File: config.mk
export PLATFORM = sky130hd
export DESIGN_NAME = mem_arbiter
export DESIGN_NICKNAME = d
export VERILOG_FILES = /design/src/rtl/mem_arbiter_pkg.sv /design/src/rtl/mem_arbiter.sv
export SDC_FILE = /design/constraint.sdc
export NUM_CORES = 1
export LEC_CHECK = 0
export BUFFER_PORTS_ARGS = -buffer_cell sky130_fd_sc_hd__buf_2
export CAP_MARGIN = 20
export CORE_AREA = 4 4 286 288
export CTS_BUF_LIST = sky130_fd_sc_hd__clkbuf_4 sky130_fd_sc_hd__clkbuf_8
export CTS_CLUSTER_DIAMETER = 80
export DETAILED_ROUTE_END_ITERATION = 10
export DIE_AREA = 0 0 290 292
export PLACE_DENSITY = 0.46
export SYNTH_ARGS = -nofsm -noshare
export SYNTH_HDL_FRONTEND = slang
export SYNTH_SLANG_ARGS = --single-unit
File: constraint.sdc
create_clock -name clk -period 31.5 [get_ports clk]
set_input_delay 0 -clock clk [delete_from_list [all_inputs] [get_ports clk]]
set_output_delay 0 -clock clk [all_outputs]
set_load 0.005 [all_outputs]
File: src/rtl/mem_arbiter_pkg.sv
`default_nettype none
// ============================================================================
// Module   : mem_arbiter_pkg
// Brief    : Shared encodings and constants for the main-memory arbiter.
// Revision : 1.0 - initial release
// ============================================================================
package mem_arbiter_pkg;

    // Cache lines are 16 bytes; the low address bits never reach memory.
    localparam int c_LINE_OFFSET_BITS = 4;

    typedef enum logic [1:0] {
        ST_IDLE   = 2'd0,
        ST_BUSY_I = 2'd1,
        ST_BUSY_D = 2'd2,
        ST_DONE   = 2'd3
    } state_t;

    typedef enum logic {
        GRANT_I = 1'b0,
        GRANT_D = 1'b1
    } grant_t;

endpackage
`default_nettype wire

File: src/rtl/mem_arbiter.sv
`default_nettype none
// ============================================================================
// Module   : mem_arbiter
// Brief    : Serialises icache/dcache line transfers onto one memory port.
// Revision : 1.0 - initial release
// ============================================================================
module mem_arbiter
    import mem_arbiter_pkg::*;
#(
    parameter int ADDR_WIDTH = 32,
    parameter int LINE_WIDTH = 128
) (
    input  logic                  clk,
    input  logic                  reset,
    input  logic                  icache_req,
    input  logic [ADDR_WIDTH-1:0] icache_addr,
    output logic                  icache_done,
    output logic [LINE_WIDTH-1:0] icache_data,
    input  logic                  dcache_req,
    input  logic                  dcache_we,
    input  logic [ADDR_WIDTH-1:0] dcache_addr,
    input  logic [LINE_WIDTH-1:0] dcache_wdata,
    output logic                  dcache_done,
    output logic [LINE_WIDTH-1:0] dcache_data,
    output logic                  mem_enable,
    output logic                  mem_we,
    output logic [ADDR_WIDTH-1:0] mem_addr,
    output logic [LINE_WIDTH-1:0] mem_wdata,
    input  logic [LINE_WIDTH-1:0] mem_rdata,
    input  logic                  mem_ready,
    output logic                  busy
);

    localparam logic [ADDR_WIDTH-1:0] c_ALIGN_MASK =
        {{(ADDR_WIDTH-c_LINE_OFFSET_BITS){1'b1}}, {c_LINE_OFFSET_BITS{1'b0}}};

    state_t                r_state,        w_state_next;
    grant_t                r_last_grant,   w_last_grant_next;
    logic                  r_mem_enable,   w_mem_enable_next;
    logic                  r_mem_we,       w_mem_we_next;
    logic [ADDR_WIDTH-1:0] r_mem_addr,     w_mem_addr_next;
    logic [LINE_WIDTH-1:0] r_mem_wdata,    w_mem_wdata_next;
    logic                  r_icache_done,  w_icache_done_next;
    logic                  r_dcache_done,  w_dcache_done_next;
    logic [LINE_WIDTH-1:0] r_icache_data,  w_icache_data_next;
    logic [LINE_WIDTH-1:0] r_dcache_data,  w_dcache_data_next;
    logic                  r_busy,         w_busy_next;
    logic                  w_grant_i;
    logic                  w_grant_d;

    always_ff @(posedge clk or posedge reset) begin
        if (reset) begin
            r_state       <= ST_IDLE;
            r_last_grant  <= GRANT_I;
            r_mem_enable  <= 1'b0;
            r_mem_we      <= 1'b0;
            r_mem_addr    <= '0;
            r_mem_wdata   <= '0;
            r_icache_done <= 1'b0;
            r_dcache_done <= 1'b0;
            r_icache_data <= '0;
            r_dcache_data <= '0;
            r_busy        <= 1'b0;
        end else begin
            r_state       <= w_state_next;
            r_last_grant  <= w_last_grant_next;
            r_mem_enable  <= w_mem_enable_next;
            r_mem_we      <= w_mem_we_next;
            r_mem_addr    <= w_mem_addr_next;
            r_mem_wdata   <= w_mem_wdata_next;
            r_icache_done <= w_icache_done_next;
            r_dcache_done <= w_dcache_done_next;
            r_icache_data <= w_icache_data_next;
            r_dcache_data <= w_dcache_data_next;
            r_busy        <= w_busy_next;
        end
    end

    // Next-state logic also computes the next value of every registered output.
    always_comb begin
        w_state_next       = r_state;
        w_last_grant_next  = r_last_grant;
        w_mem_enable_next  = r_mem_enable;
        w_mem_we_next      = r_mem_we;
        w_mem_addr_next    = r_mem_addr;
        w_mem_wdata_next   = r_mem_wdata;
        w_icache_done_next = 1'b0;
        w_dcache_done_next = 1'b0;
        w_icache_data_next = r_icache_data;
        w_dcache_data_next = r_dcache_data;
        w_grant_i          = 1'b0;
        w_grant_d          = 1'b0;

        case (r_state)
            ST_IDLE: begin
                // On a tie the side that was not served last wins.
                w_grant_d = dcache_req && (!icache_req || (r_last_grant == GRANT_I));
                w_grant_i = icache_req && !w_grant_d;
                if (w_grant_d) begin
                    w_state_next      = ST_BUSY_D;
                    w_last_grant_next = GRANT_D;
                    w_mem_enable_next = 1'b1;
                    w_mem_we_next     = dcache_we;
                    w_mem_addr_next   = dcache_addr & c_ALIGN_MASK;
                    w_mem_wdata_next  = dcache_wdata;
                end else if (w_grant_i) begin
                    w_state_next      = ST_BUSY_I;
                    w_last_grant_next = GRANT_I;
                    w_mem_enable_next = 1'b1;
                    w_mem_we_next     = 1'b0;
                    w_mem_addr_next   = icache_addr & c_ALIGN_MASK;
                end
            end
            ST_BUSY_I: begin
                if (mem_ready) begin
                    w_state_next       = ST_DONE;
                    w_mem_enable_next  = 1'b0;
                    w_mem_we_next      = 1'b0;
                    w_icache_done_next = 1'b1;
                    w_icache_data_next = mem_rdata;
                end
            end
            ST_BUSY_D: begin
                if (mem_ready) begin
                    w_state_next       = ST_DONE;
                    w_mem_enable_next  = 1'b0;
                    w_mem_we_next      = 1'b0;
                    w_dcache_done_next = 1'b1;
                    if (!r_mem_we) begin
                        w_dcache_data_next = mem_rdata;
                    end
                end
            end
            ST_DONE: begin
                w_state_next = ST_IDLE;
            end
            default: begin
                w_state_next = ST_IDLE;
            end
        endcase

        w_busy_next = (w_state_next != ST_IDLE);
    end

    assign icache_done = r_icache_done;
    assign icache_data = r_icache_data;
    assign dcache_done = r_dcache_done;
    assign dcache_data = r_dcache_data;
    assign mem_enable  = r_mem_enable;
    assign mem_we      = r_mem_we;
    assign mem_addr    = r_mem_addr;
    assign mem_wdata   = r_mem_wdata;
    assign busy        = r_busy;

endmodule
`default_nettype wire

After elaboration in Yosys (flattened, before gate mapping):

Cells that the tools add are included.

* register bits: 424
* word-level logic and storage cells: 50
* output and inout bits: 421

* reductions and logical operators: 15
* bitwise gates (word level): 2
* muxes and demuxes: 17
* equal/unequal tests: 5

Operators with widths (count)
* two-way mux 32 bit: 2
* two-way mux 1 bit: 9
* two-way mux 2 bit: 3
* case mux 2 bit (3 select lines): 1
* AND reduction 2 bit: 3
* AND reduction 3 bit: 2
* nonzero test 2 bit: 3
* equality test 2 bit, second input constant: 2
* case mux 1 bit (2 select lines): 2
* != test 3 bit, second input constant: 1
* equality test 2 x 1 -> 1 bit, second input constant: 1
* logical AND 1 bit: 2
* logical NOT 1 bit: 2
* logical NOT 2 bit: 1
* != test 2 x 1 -> 1 bit, second input constant: 1
* inverter 1 bit: 2
* OR reduction 2 bit: 1
* logical OR 1 bit: 1

Longest topological paths before layout:

Gate-level depths: netlist (run 1).

* depth after elaboration: 9
* depth in mapped cells: 7
* mapped depth without buffers: 5

Least setup slack after synthesis (run 1):

OpenSTA, ideal clock, no wires.

* path kind: reg-to-reg
* start: reg r_state[0]
* end: reg r_dcache_data[0] (netlist: dcache_data[0])
* setup slack: 29.798 ns
* library setup time: 0.125 ns
* arrival: 1.577 ns
* stages on the path, launching flop included: 8
* path through: dfrtp_1 inv_1 ha_1 and2_1 nand2b_1 buf_2 buf_6 mux2_2

* word-level cells in the longest chain between the ends: 2

Ends and longest elaborated chain
* from (decl): line mem_arbiter.sv:37 `state_t r_state, w_state_next;`
* from (signal assigned): line mem_arbiter.sv:65 `r_state <= w_state_next;`
* equality test 2 bit: line mem_arbiter.sv:94 `case (r_state)`
* AND reduction 3 bit (no line)
* to (signal assigned): line mem_arbiter.sv:74 `r_dcache_data <= w_dcache_data_next;`
* to (decl): line mem_arbiter.sv:46 `logic [LINE_WIDTH-1:0] r_dcache_data, w_dcache_data_next;`

No other way between the ends.
A chain may end at the register's enable or synchronous reset.

Final worst setup path (run 1):

* start: reg r_state[0]
* end: reg r_mem_wdata[53] (netlist: mem_wdata[53])

* word-level cells in the longest chain between the ends: 2

Ends and longest elaborated chain
* logical NOT 2 bit: line mem_arbiter.sv:94
* AND reduction 2 bit (no line)
* to (signal assigned): line mem_arbiter.sv:70 `r_mem_wdata <= w_mem_wdata_next;`
* to (decl): line mem_arbiter.sv:42 `logic [LINE_WIDTH-1:0] r_mem_wdata, w_mem_wdata_next;`

No other way between the ends.

==> reports/results.ini, run 1 <==
[status]
status = complete, no violations

[timing]
fin_crit_sh_pct = 11.1
period_minus_slack_ns = 3.50
setup_viol = 0
fmax_mhz = 286
rsz0062_at_grt = no
fin_skew_ns = 0.0340
hold_viol_final = 0
slew_headroom_pct = 30.1
setup_tns_ns = 0
slew_violations = 0
worstMarginPinSlew_ns = 1.05
fin_hold_ws_ns = 0.0205

[grt]
grt-ovfl-total = 0
grt_pass1_wl_um = 83800
grt_max_degree = 99
grt_pass1_vias = 14100
antenna_found_initial = 0
grt_usage_pct = 12.4

[critical_path]
cp.depth = 6
cpPeakStageDelay_ns = 0.86
critPathKind = flop to flop
critPathSlowestCell = buf_4
timing.critical_path.mode_cell = buf_4
critPathBufInv = 3
path_delay_family = buffers and inverters
start_kind = flop
crit_path_end_kind = flop
cp.arrival_ns = 4.00
required_ns = 32.00
worst-path-max-fanout = 59
path_cells = inv_1, ha_1, nand2_4, buf_4, buf_4, mux2_4
worstRegToRegCells = 6

[cts]
post_cts_resized = 0
clk_pin_slew_ns = 0.06
worstSkewPairLatency_ns = 0.65
cts_buffers = 78
cts_sinks = 420
cts.path.max_buffers = 3
cts_htree_levels = 3
root_buffer = clkbuf_8
cts_tree = yes

[floorplanning]
dieArea_mm2 = 0.0847
die_w_um = 290
initial_core_util_pct = 20.9
die_h_um = 292
num_rows = 103
boundaryPins = 747
coreArea_mm2 = 0.0789

[synth]
synth_compound_area_share_pct = 1.72
synth_xor_xnor_area_share_pct = 0
synth_top_cell_by_area = dfrtp_1
ys.flop_type = dfrtp_1
ys_types = 31
synth_top_family_by_area = multiplexers
synth_top_area_share_pct = 63.8
muxShareOfSynthArea_pct = 28.8
synth-edff-count = 0
syn-instance-count = 1016
synth_seq_cells = 420
synth-async-reset-ratio_pct = 100
synth-adder-area-share_pct = 0.380
ys_warn_count = 0
synthSimpleGateAreaFrac_pct = 2.34
yosysMostFrequentCell = dfrtp_1
synthTopCellsByArea = dfrtp_1 64%, mux2_2 19%, mux2_4 9.9%
ys_seq_area_share_pct = 63.8
synth.avg_cell_area_um2 = 16.2
syn_area_mm2 = 0.0165
yosys-top-cells-count = 420 x dfrtp_1, 275 x mux2_2, 109 x mux2_4, 60 x nand2_1, 29 x nor2_1

[job]
cap_violations = 0

[placement]
hpwl_um = 37900
dp.cells = 2758
port_buffers = 734
gp_congestion = 0.788

[finish]
synthToLayoutAreaGrowth_pct = 58.3
insertedDiodeCount = 0
nNetsFinal = 2450
stdcell_count = 3219
drive_gt1_share_pct = 58.5

[routing]
ant_nets = 0
drt_iter0_markers = 356
wl_per_cell_um = 16.8
post-route-drc-count = 0
vias = 12600
first_pass_iters = 4
avgViaCountPerCell = 3.91
routed_wl_um = 54200

[power_and_ir_drop]
powerDensity_mw_per_mm2 = 94.9
peakVddDrop_mv = 0.0406
p_total_mw = 2.47
p_leak_nw = 12.7

[worst_hold_path]
hp-class = input pin to asynchronous set/reset pin

cells by family (layout without fill, tap and decap cells):
kind of cell,count (synthesis),after routing
compound gates,43,43
fa+ha+maj,5,5
buf+inv,65,1215
flops,420,420
mux,385,385
other cells,1,4
simple gates,97,97
cell usage in the layout, fill, tap and decap left out, types with 21 or more instances in the layout:
cell / count
nand2_1: 59
clkbuf_8: 95
dfrtp_1: 420
buf_2: 734
dlygate4sd3_1: 331
mux2_2: 275
clkbuf_4: 21
nor2_1: 29
a31oi_1: 28
mux2_4: 109
layout make-up:
class / instances / area (um^2)
well taps: 1050 / 1310
fillers: 7907 / 52800
flip-flops and latches: 420 / 10500
clock buffers: 116 / 1470
clock inverters: 14 / 150
repair buffers: 1078 / 7080
multi-input cells: 534 / 5500
inverters: 7 / 36.3
worst reg2reg max path, stage by stage (launching register included):
cell,delay [ns]
dfrtp_1,0.44
inv_1,0.11
ha_1,0.26
nand2_4,0.44
buf_4,0.89
buf_4,0.83
mux2_4,0.40
worst paths after layout:
check | startpoint | endpoint | slack, ns
worst max-delay path | r_state[0]$_DFF_PP0_ | mem_wdata[53]$_DFFE_PP0P_ | 28.00
worst min-delay path | reset | mem_wdata[13]$_DFFE_PP0P_ | 0.02
worst max register to register | r_state[0]$_DFF_PP0_ | mem_wdata[53]$_DFFE_PP0P_ | 28.00
worst min register to register | dcache_data[34]$_DFFE_PP0P_ | dcache_data[34]$_DFFE_PP0P_ | 0.49
max in group asynchronous | reset | dcache_data[101]$_DFFE_PP0P_ | 28.47
min in group clk | dcache_wdata[76] | mem_wdata[76]$_DFFE_PP0P_ | 0.12
flip-flops by register name, summed over array words and instances, names as in the netlist, 2 cells and up:
| signal | cells |
|---|---|
| mem_addr | 28 |
| icache_data | 128 |
| dcache_data | 128 |
| r_state | 2 |
| mem_wdata | 128 |
metrics by stage:
step	utilization, %	setup WS [ns]	area (um^2)
2_1_floorplan	-	19.81	16500
3_3_place_gp	26.8	27.93	21100
3_5_place_dp	26.8	27.91	21100
4_1_cts	33.0	27.89	26100
5_1_grt	33.0	27.79	26100
6_report	33.0	28.00	26100
where the power goes:
| group | internal (mW) | switching [mW] |
|---|---|---|
| logic | 0.571 | 0.396 |
| registers | 0.818 | 0.142 |
| clock network | 0.314 | 0.233 |
metal layers:
| metal | up-vias | part of all wire [%] | global-route usage [%] | wire length (um) |
|---|---|---|---|---|
| met4 | 0 | 3.7 | 5.59 | 2030 |
| li1 | 5764 | - | - | - |
| met1 | 6206 | 37 | 13.3 | 20200 |
| met3 | 123 | 7.0 | 3.87 | 3780 |
| met5 | - | 0 | 0 | 0 |
| met2 | 505 | 52 | 22.3 | 28300 |
what timing repair did:
| action | in CTS | in global routing |
|---|---|---|
| buffers inserted | 0 | 0 |
| hold buffers | 331 | 0 |
| hold endpoints to repair | 515 | 0 |
No activity file was read; power rests on OpenSTA's default activity.
==> inputs of run 2 (changes only) <==
==> constraint.sdc (replaced) <==
create_clock -name clk -period 3.4 [get_ports clk]
set_input_delay 0 -clock clk [delete_from_list [all_inputs] [get_ports clk]]
set_output_delay 0 -clock clk [all_outputs]
set_load 0.005 [all_outputs]
==> run 2 against run 1 <==
Net effect: register-to-register slack lost 27 ns; hold slack gained 0.094 ns; clock-buffer cell count shrank 1; first-iteration DRC count shrank 4.2%; power grew to 9.3 times the previous value.
==> reports/results.ini, run 2 (synthesis gave the netlist of run 1 again) <==
[finish]
final_cell_mix = 734 x buf_2, 420 x dfrtp_1, 328 x dlygate4sd3_1
drive_gt1_share_pct = 59.0  ; +0.54 points
insertedDiodeCount = 0  ; unchanged
nNetsFinal = 2472  ; +0.90%
stdcell_count = 3238  ; +0.59%
fin_util_pct = 33.4  ; +0.33 points
synthToLayoutAreaGrowth_pct = 59.9
postLayoutCellArea_mm2 = 0.0263  ; +0.99%
final_common_cell = buf_2

[critical_path]
crit_path_end_kind = flop
required_ns = 3.95  ; -28.05 ns
path_cells = inv_1, ha_1, o21a_2, nor2_1, a31oi_1, dlygate4sd3_1
critPathKind = flop to flop
critPathBufInv = 2  ; -1
r2r_setup_slack_ns = 0.80  ; -27.21 ns
cpPeakStageDelay_ns = 0.83  ; -0.03 ns
r2r-start = r_state[0]$_DFF_PP0_
worstRegToRegCells = 6  ; unchanged
worst-path-max-fanout = 57  ; -3.4%
start_kind = flop
cp.arrival_ns = 3.15  ; -0.85 ns
critPathSlowestCell = o21a_2
r2r-end = mem_addr[20]$_DFFE_PP0P_
path_delay_family = compound AO/OA/AOI/OAI gates

[placement]
dp.cells = 2784  ; +0.94%
hpwl_um = 40200  ; +6.2%
gp_congestion = 0.816  ; +3.6%
port_buffers = 734  ; unchanged
post_dp_cell_area_mm2 = 0.0215  ; +1.6%

[cts]
root_buffer = clkbuf_8
cts_htree_levels = 3  ; unchanged
cts.path.max_buffers = 3  ; unchanged
worstSkewPairLatency_ns = 0.64  ; about the same
clk_pin_slew_ns = 0.06  ; about the same
cts_buffers = 77  ; -1.3%
cts_tree = yes
cts_sinks = 420  ; unchanged

[routing]
avgViaCountPerCell = 3.88  ; -0.74%
met2WireLength_um = 28400  ; +0.70%
first_pass_iters = 4  ; unchanged
wl_met1_um = 20700  ; +2.9%
wl_per_cell_um = 17.0  ; +0.80%
post-route-drc-count = 0  ; unchanged
routed_wl_um = 55000  ; +1.4%
route.met3.wl_um = 3590  ; -5.2%
routed.top_layer = met4
ant_nets = 0  ; unchanged
drt_iter0_markers = 341  ; -4.2%
vias = 12600  ; -0.15%

[worst_hold_path]
hold_end = mem_wdata[94]$_DFFE_PP0P_
holdPathStages = 3
hp-class = input pin to flop
hp-start = dcache_wdata[94]

[power_and_ir_drop]
powerDensity_mw_per_mm2 = 874  ; +820%
peakVddDrop_mv = 0.387  ; +850%
p_total_mw = 23.0  ; +830%
p_leak_nw = 12.8  ; +0.98%

[floorplanning]
die_w_um = 290  ; unchanged
dieArea_mm2 = 0.0847  ; unchanged
die_h_um = 292  ; unchanged
initial_core_util_pct = 20.9  ; unchanged
num_rows = 103  ; unchanged
boundaryPins = 747  ; unchanged
coreArea_mm2 = 0.0789  ; unchanged

[timing]
worstMarginPinSlew_ns = 1.00  ; -0.0481 ns
slew_violations = 0  ; unchanged
slew_headroom_pct = 33.3  ; +3.2 points
fin_crit_sh_pct = 76.6  ; +65 points
setup_viol = 0  ; unchanged
period_minus_slack_ns = 2.60  ; -0.891 ns
rsz0062_at_grt = no
fin_hold_ws_ns = 0.115  ; +0.0943 ns
fin_skew_ns = 0.0394  ; +0.00541 ns
hold_viol_final = 0  ; unchanged
fmax_mhz = 384  ; +34%

[grt]
grt_pass1_vias = 14400  ; +1.8%
grt-ovfl-total = 0  ; unchanged
grt_usage_pct = 12.6  ; +0.22 points
grt_pass1_wl_um = 84900  ; +1.3%
antenna_found_initial = 0  ; unchanged
grt_max_degree = 92  ; -7.1%

[job]
cap_violations = 0  ; unchanged

[status]
status = complete, no violations

run 2: per-stage QoR:
stage	setup TNS, ns	worst slack [ns]
2_1_floorplan	-951.51	-2.27
3_3_place_gp	0	1.03
3_5_place_dp	0	0.970
4_1_cts	0	0.844
5_1_grt	0	0.569
6_report	0	0.796
run 2: worst max-delay path by stage:
stage,slack (ns),cells after the start,to,startpoint
final,0.80,6,mem_addr[20]$_DFFE_PP0P_,r_state[0]$_DFF_PP0_
after global placement,1.03,6,dcache_data[124]$_DFFE_PP0P_,r_state[0]$_DFF_PP0_
after floorplan,-2.27,1,busy$_DFF_PP0_,reset
after detailed placement,0.97,6,dcache_data[64]$_DFFE_PP0P_,r_state[0]$_DFF_PP0_
after CTS,0.84,5,mem_addr[24]$_DFFE_PP0P_,r_state[0]$_DFF_PP0_
after global routing,0.57,5,mem_addr[16]$_DFFE_PP0P_,r_state[0]$_DFF_PP0_
run 2: per-layer routing:
layer	vias up	global-route usage, %
met5	-	0
met1	6159	13.8
met2	507	22.6
met3	122	3.76
li1	5791	-
met4	0	5.69
run 2: report_power, final:
part           switching [mW]  internal, mW  leakage, nW
logic                    3.71          5.42         7.01
registers                1.35          7.59         4.96
clock network            2.18          2.76        0.823
run 2: final cells by class:
type | count | area [um^2]
clock buffers | 115 | 1460
clock inverters | 11 | 109
fillers | 7888 | 52500
inverters | 7 | 32.5
multi-input cells | 534 | 5510
flip-flops and latches | 420 | 10500
well taps | 1050 | 1310
repair buffers | 1101 | 7390
run 2: repair_timing:
item	4_1_cts	5_1_grt
endpoints found under the setup margin	0	0
endpoints found under the hold margin	431	0
buffers inserted	0	0
hold buffers	328	0
gates resized for setup	0	0
run 2: worst min-delay path, stage by stage:
cell and delay [ns]:
dlygate4sd3_1 0.51, buf_2 0.09, mux2_4 0.12
==> inputs of run 3 (changes only) <==
--- a/config.mk
+++ b/config.mk
@@ -5,14 +5,15 @@
 export SDC_FILE = /design/constraint.sdc
 export NUM_CORES = 1
 export LEC_CHECK = 0
+export ABC_AREA = 1
 export BUFFER_PORTS_ARGS = -buffer_cell sky130_fd_sc_hd__buf_2
 export CAP_MARGIN = 20
-export CORE_AREA = 4 4 286 288
+export CORE_AREA = 4 4 290 292
 export CTS_BUF_LIST = sky130_fd_sc_hd__clkbuf_4 sky130_fd_sc_hd__clkbuf_8
 export CTS_CLUSTER_DIAMETER = 80
 export DETAILED_ROUTE_END_ITERATION = 10
-export DIE_AREA = 0 0 290 292
-export PLACE_DENSITY = 0.46
+export DIE_AREA = 0 0 294 296
+export PLACE_DENSITY = 0.47
 export SYNTH_ARGS = -nofsm -noshare
 export SYNTH_HDL_FRONTEND = slang
 export SYNTH_SLANG_ARGS = --single-unit
==> constraint.sdc (replaced) <==
create_clock -name clk -period 2.3 [get_ports clk]
set_input_delay 0 -clock clk [delete_from_list [all_inputs] [get_ports clk]]
set_output_delay 0 -clock clk [all_outputs]
set_load 0.005 [all_outputs]
==> run 3 against run 2 <==
Net effect: global-route usage is 0.36 points higher; sequential share of layout area shrank 0.83 points; combinational power increased by 25%; setup slack worse by 0.53 ns; register-to-register slack worse by 0.53 ns; die area up 2.8%; core utilization is 0.42 points lower; hold slack improved by 0.035 ns; clock skew fell by 0.0059 ns; cell count is 23% higher; clock power increased by 58%.
==> reports/results.ini, run 3 <==
[status]
status = complete, no violations

[timing]
fin_skew_ns = 0.0335  ; -0.00588 ns
fmax_mhz = 491  ; +28%
setup_tns_ns = 0  ; unchanged
period_minus_slack_ns = 2.04  ; -0.567 ns
hold_viol_final = 0  ; unchanged
rsz0062_at_grt = no
fin_crit_sh_pct = 88.5  ; +12 points
slew_violations = 0  ; unchanged
slew_headroom_pct = 60.0  ; +27 points
setup_viol = 0  ; unchanged
worstMarginPinSlew_ns = 0.600  ; -0.400 ns

[floorplanning]
die_w_um = 294  ; +1.4%
dieArea_mm2 = 0.0870  ; +2.8%
initial_core_util_pct = 20.7  ; -0.19 points
num_rows = 105  ; +1.9%
boundaryPins = 747  ; unchanged
die_h_um = 296  ; +1.4%
coreArea_mm2 = 0.0816  ; +3.4%

[placement]
post_dp_cell_area_mm2 = 0.0220  ; +2.3%
dp.cells = 3517  ; +26%
port_buffers = 734  ; unchanged
gp_congestion = 0.801  ; -1.8%
hpwl_um = 42700  ; +6.2%

[synth]
synth-edff-count = 0  ; unchanged
synth_seq_cells = 420  ; unchanged
synth-async-reset-ratio_pct = 100  ; unchanged
ys_warn_count = 0  ; unchanged
syn_area_mm2 = 0.0169  ; +2.5%
synth.avg_cell_area_um2 = 9.59  ; -41%
synthTopCellsByArea = dfrtp_1 62%, nand2_1 11%, o21ai_0 8.7%
ys_seq_area_share_pct = 62.3  ; -1.6 points
ys.flop_type = dfrtp_1
ys_types = 20  ; -35%
yosys-top-cells-count = 479 x nand2_1, 420 x dfrtp_1, 294 x inv_1, 293 x o21ai_0, 120 x o21ai_2
synth_top_cell_by_area = dfrtp_1
syn-instance-count = 1760  ; +73%
synth_top_area_share_pct = 62.3  ; -1.6 points
yosysMostFrequentCell = nand2_1

[grt]
grt_max_degree = 105  ; +14%
grt_pass1_wl_um = 89400  ; +5.3%
grt_pass1_vias = 15900  ; +11%
grtUsageMet2_pct = 22.4  ; -0.26 points
grt_usage_pct = 13.0  ; +0.36 points
grtUsageMet1_pct = 14.8  ; +1.1 points
grt-ovfl-total = 0  ; unchanged
antenna_found_initial = 4  ; +4
busiest_layer = met2
grtUsageMet3_pct = 4.28  ; +0.52 points

[power_and_ir_drop]
p_leak_nw = 14.6  ; +14%
powerDensity_mw_per_mm2 = 1180  ; +35%
seqPwrFrac_pct = 39.6  ; +0.8 points
p_switching_mw = 11.3  ; +56%
pwr-share-comb_pct = 35.9  ; -3.8 points
p_sw_share_pct = 35.4  ; +4.0 points
clockPowerShare_pct = 24.5  ; +3.0 points
peakVddDrop_mv = 0.515  ; +33%
p_int_mw = 20.5  ; +30%
p_total_mw = 31.8  ; +38%

[cts]
postCtsSetupBuffers = 0  ; unchanged
cts_htree_levels = 3  ; unchanged
cts_buffers = 79  ; +2.6%
clk_pin_slew_ns = 0.06  ; about the same
cts_tree = yes
cts_sinks = 420  ; unchanged
cts.path.max_buffers = 3  ; unchanged
root_buffer = clkbuf_8
worstSkewPairLatency_ns = 0.64  ; about the same

[routing]
vias = 15300  ; +22%
wl_per_cell_um = 14.7  ; -13%
first_pass_iters = 6  ; +2
routed_wl_um = 58600  ; +6.6%
post-route-drc-count = 0  ; unchanged
drt_iter0_markers = 504  ; +48%
ant_nets = 0  ; unchanged
avgViaCountPerCell = 3.84  ; -1.2%

[critical_path]
required_ns = 2.88  ; -1.07 ns
worst-path-max-fanout = 6  ; -89%
worstRegToRegCells = 7  ; +1
r2r_setup_slack_ns = 0.26  ; -0.53 ns
critPathKind = flop to flop
crit_path_end_kind = flop
crit_end = mem_we$_DFFE_PP0P_
start_kind = flop
crit_path_start = r_last_grant$_DFFE_PP0P_
cp.arrival_ns = 2.62  ; -0.53 ns
r2r-start = r_last_grant$_DFFE_PP0P_
r2r-end = mem_we$_DFFE_PP0P_

[finish]
multi_input_comb_area_mm2 = 0.00465  ; -15%
seq_area_mm2 = 0.0105  ; unchanged
fin_util_pct = 32.9  ; -0.42 points
final_cell_mix = 734 x buf_2, 478 x nand2_1, 420 x dfrtp_1
postLayoutCellArea_mm2 = 0.0269  ; +2.1%
drive_gt1_share_pct = 36.3  ; -23 points
fillCellCount = 8516  ; +8.0%
final_common_cell = buf_2
nNetsFinal = 3180  ; +29%
synthToLayoutAreaGrowth_pct = 59.2
stdcell_count = 3981  ; +23%

[worst_hold_path]
hp-class = input pin to flop
hp-start = dcache_wdata[46]

[job]
cap_violations = 0  ; unchanged

## run 3: changes by cell type after synthesis, moves of 34 or more
cell,previous run,this run
o21ai_0,5,293
mux2_4,109,0
inv_1,6,294
mux2_2,275,0
o21ai_2,0,120
clkbuf_1,3,37
nand2_1,60,479
## run 3: cells by family (layout without fill, tap and decap cells)
group                    Yosys count  count (layout)  synth area share (%)
AO/OA/AOI/OAI                    417             417                  15.1
adder cells (fa/ha/maj)            5               5                 0.371
buffers and inverters            398            1543                  10.4
flip-flops                       420             420                  62.3
other                              1               7                0.0222
AND/OR/NAND/NOR                  519             519                  11.9
## run 3: power by group through the flow
stage / logic [mW] / registers [mW] / clock network (mW)
finish: 11.4 / 12.6 / 7.79
global placement: 11.0 / 12.7 / 0
floorplan: 5.05 / 12.9 / 0
detailed placement: 11.2 / 12.7 / 0
global route: 12.9 / 13.0 / 8.50
CTS: 11.7 / 12.6 / 8.16
## run 3: critical path, stage by stage (launching register included)
cell and delay (ns):
dfrtp_1 0.38, nand2_1 0.15, nand2_2 0.14, nor2_1 0.10, dlygate4sd3_1 0.55, nand4_1 0.08
dlygate4sd3_1 0.55, nand2_1 0.06
## run 3: what timing repair did
action,4_1_cts,5_1_grt
endpoints found under the setup margin,0,0
hold buffers,321,0
endpoints found under the hold margin,641,0
resized for setup,0,0
## run 3: stage by stage
step | setup WS, ns | hold WS (ns)
finish | 0.264 | 0.150
global route | 0.125 | 0.0704
CTS | 0.242 | 0.0490
detailed placement | 0.357 | 0.0370
global placement | 0.425 | 0.0383
floorplan | -3.37 | 0.111
## run 3: how the worst min path moves through the flow
stage	endpoint	slack, ns	cells past startpoint
after floorplan	dcache_done$_DFF_PP0_	0.11	2
after global placement	mem_wdata[40]$_DFFE_PP0P_	0.04	2
after detailed placement	mem_wdata[44]$_DFFE_PP0P_	0.04	2
after CTS	mem_wdata[46]$_DFFE_PP0P_	0.05	4
after global routing	dcache_data[83]$_DFFE_PP0P_	0.07	4
final	mem_wdata[46]$_DFFE_PP0P_	0.15	4
## run 3: routing by layer
layer / part of all wire [%] / routed length [um]
met4: 3.7 / 2190
met3: 8.2 / 4780
met1: 39 / 22900
met5: 0 / 0
met2: 49 / 28800
## run 3: layout make-up
class,count,area share (%)
clock buffer,127,5.90
timing repair buffer,1109,28.1
multi-input combinational,945,17.3
sequential,420,39.1
antenna,3,0.0279
inverter,294,4.12
tap,1070,4.98
clock inverter,13,0.461
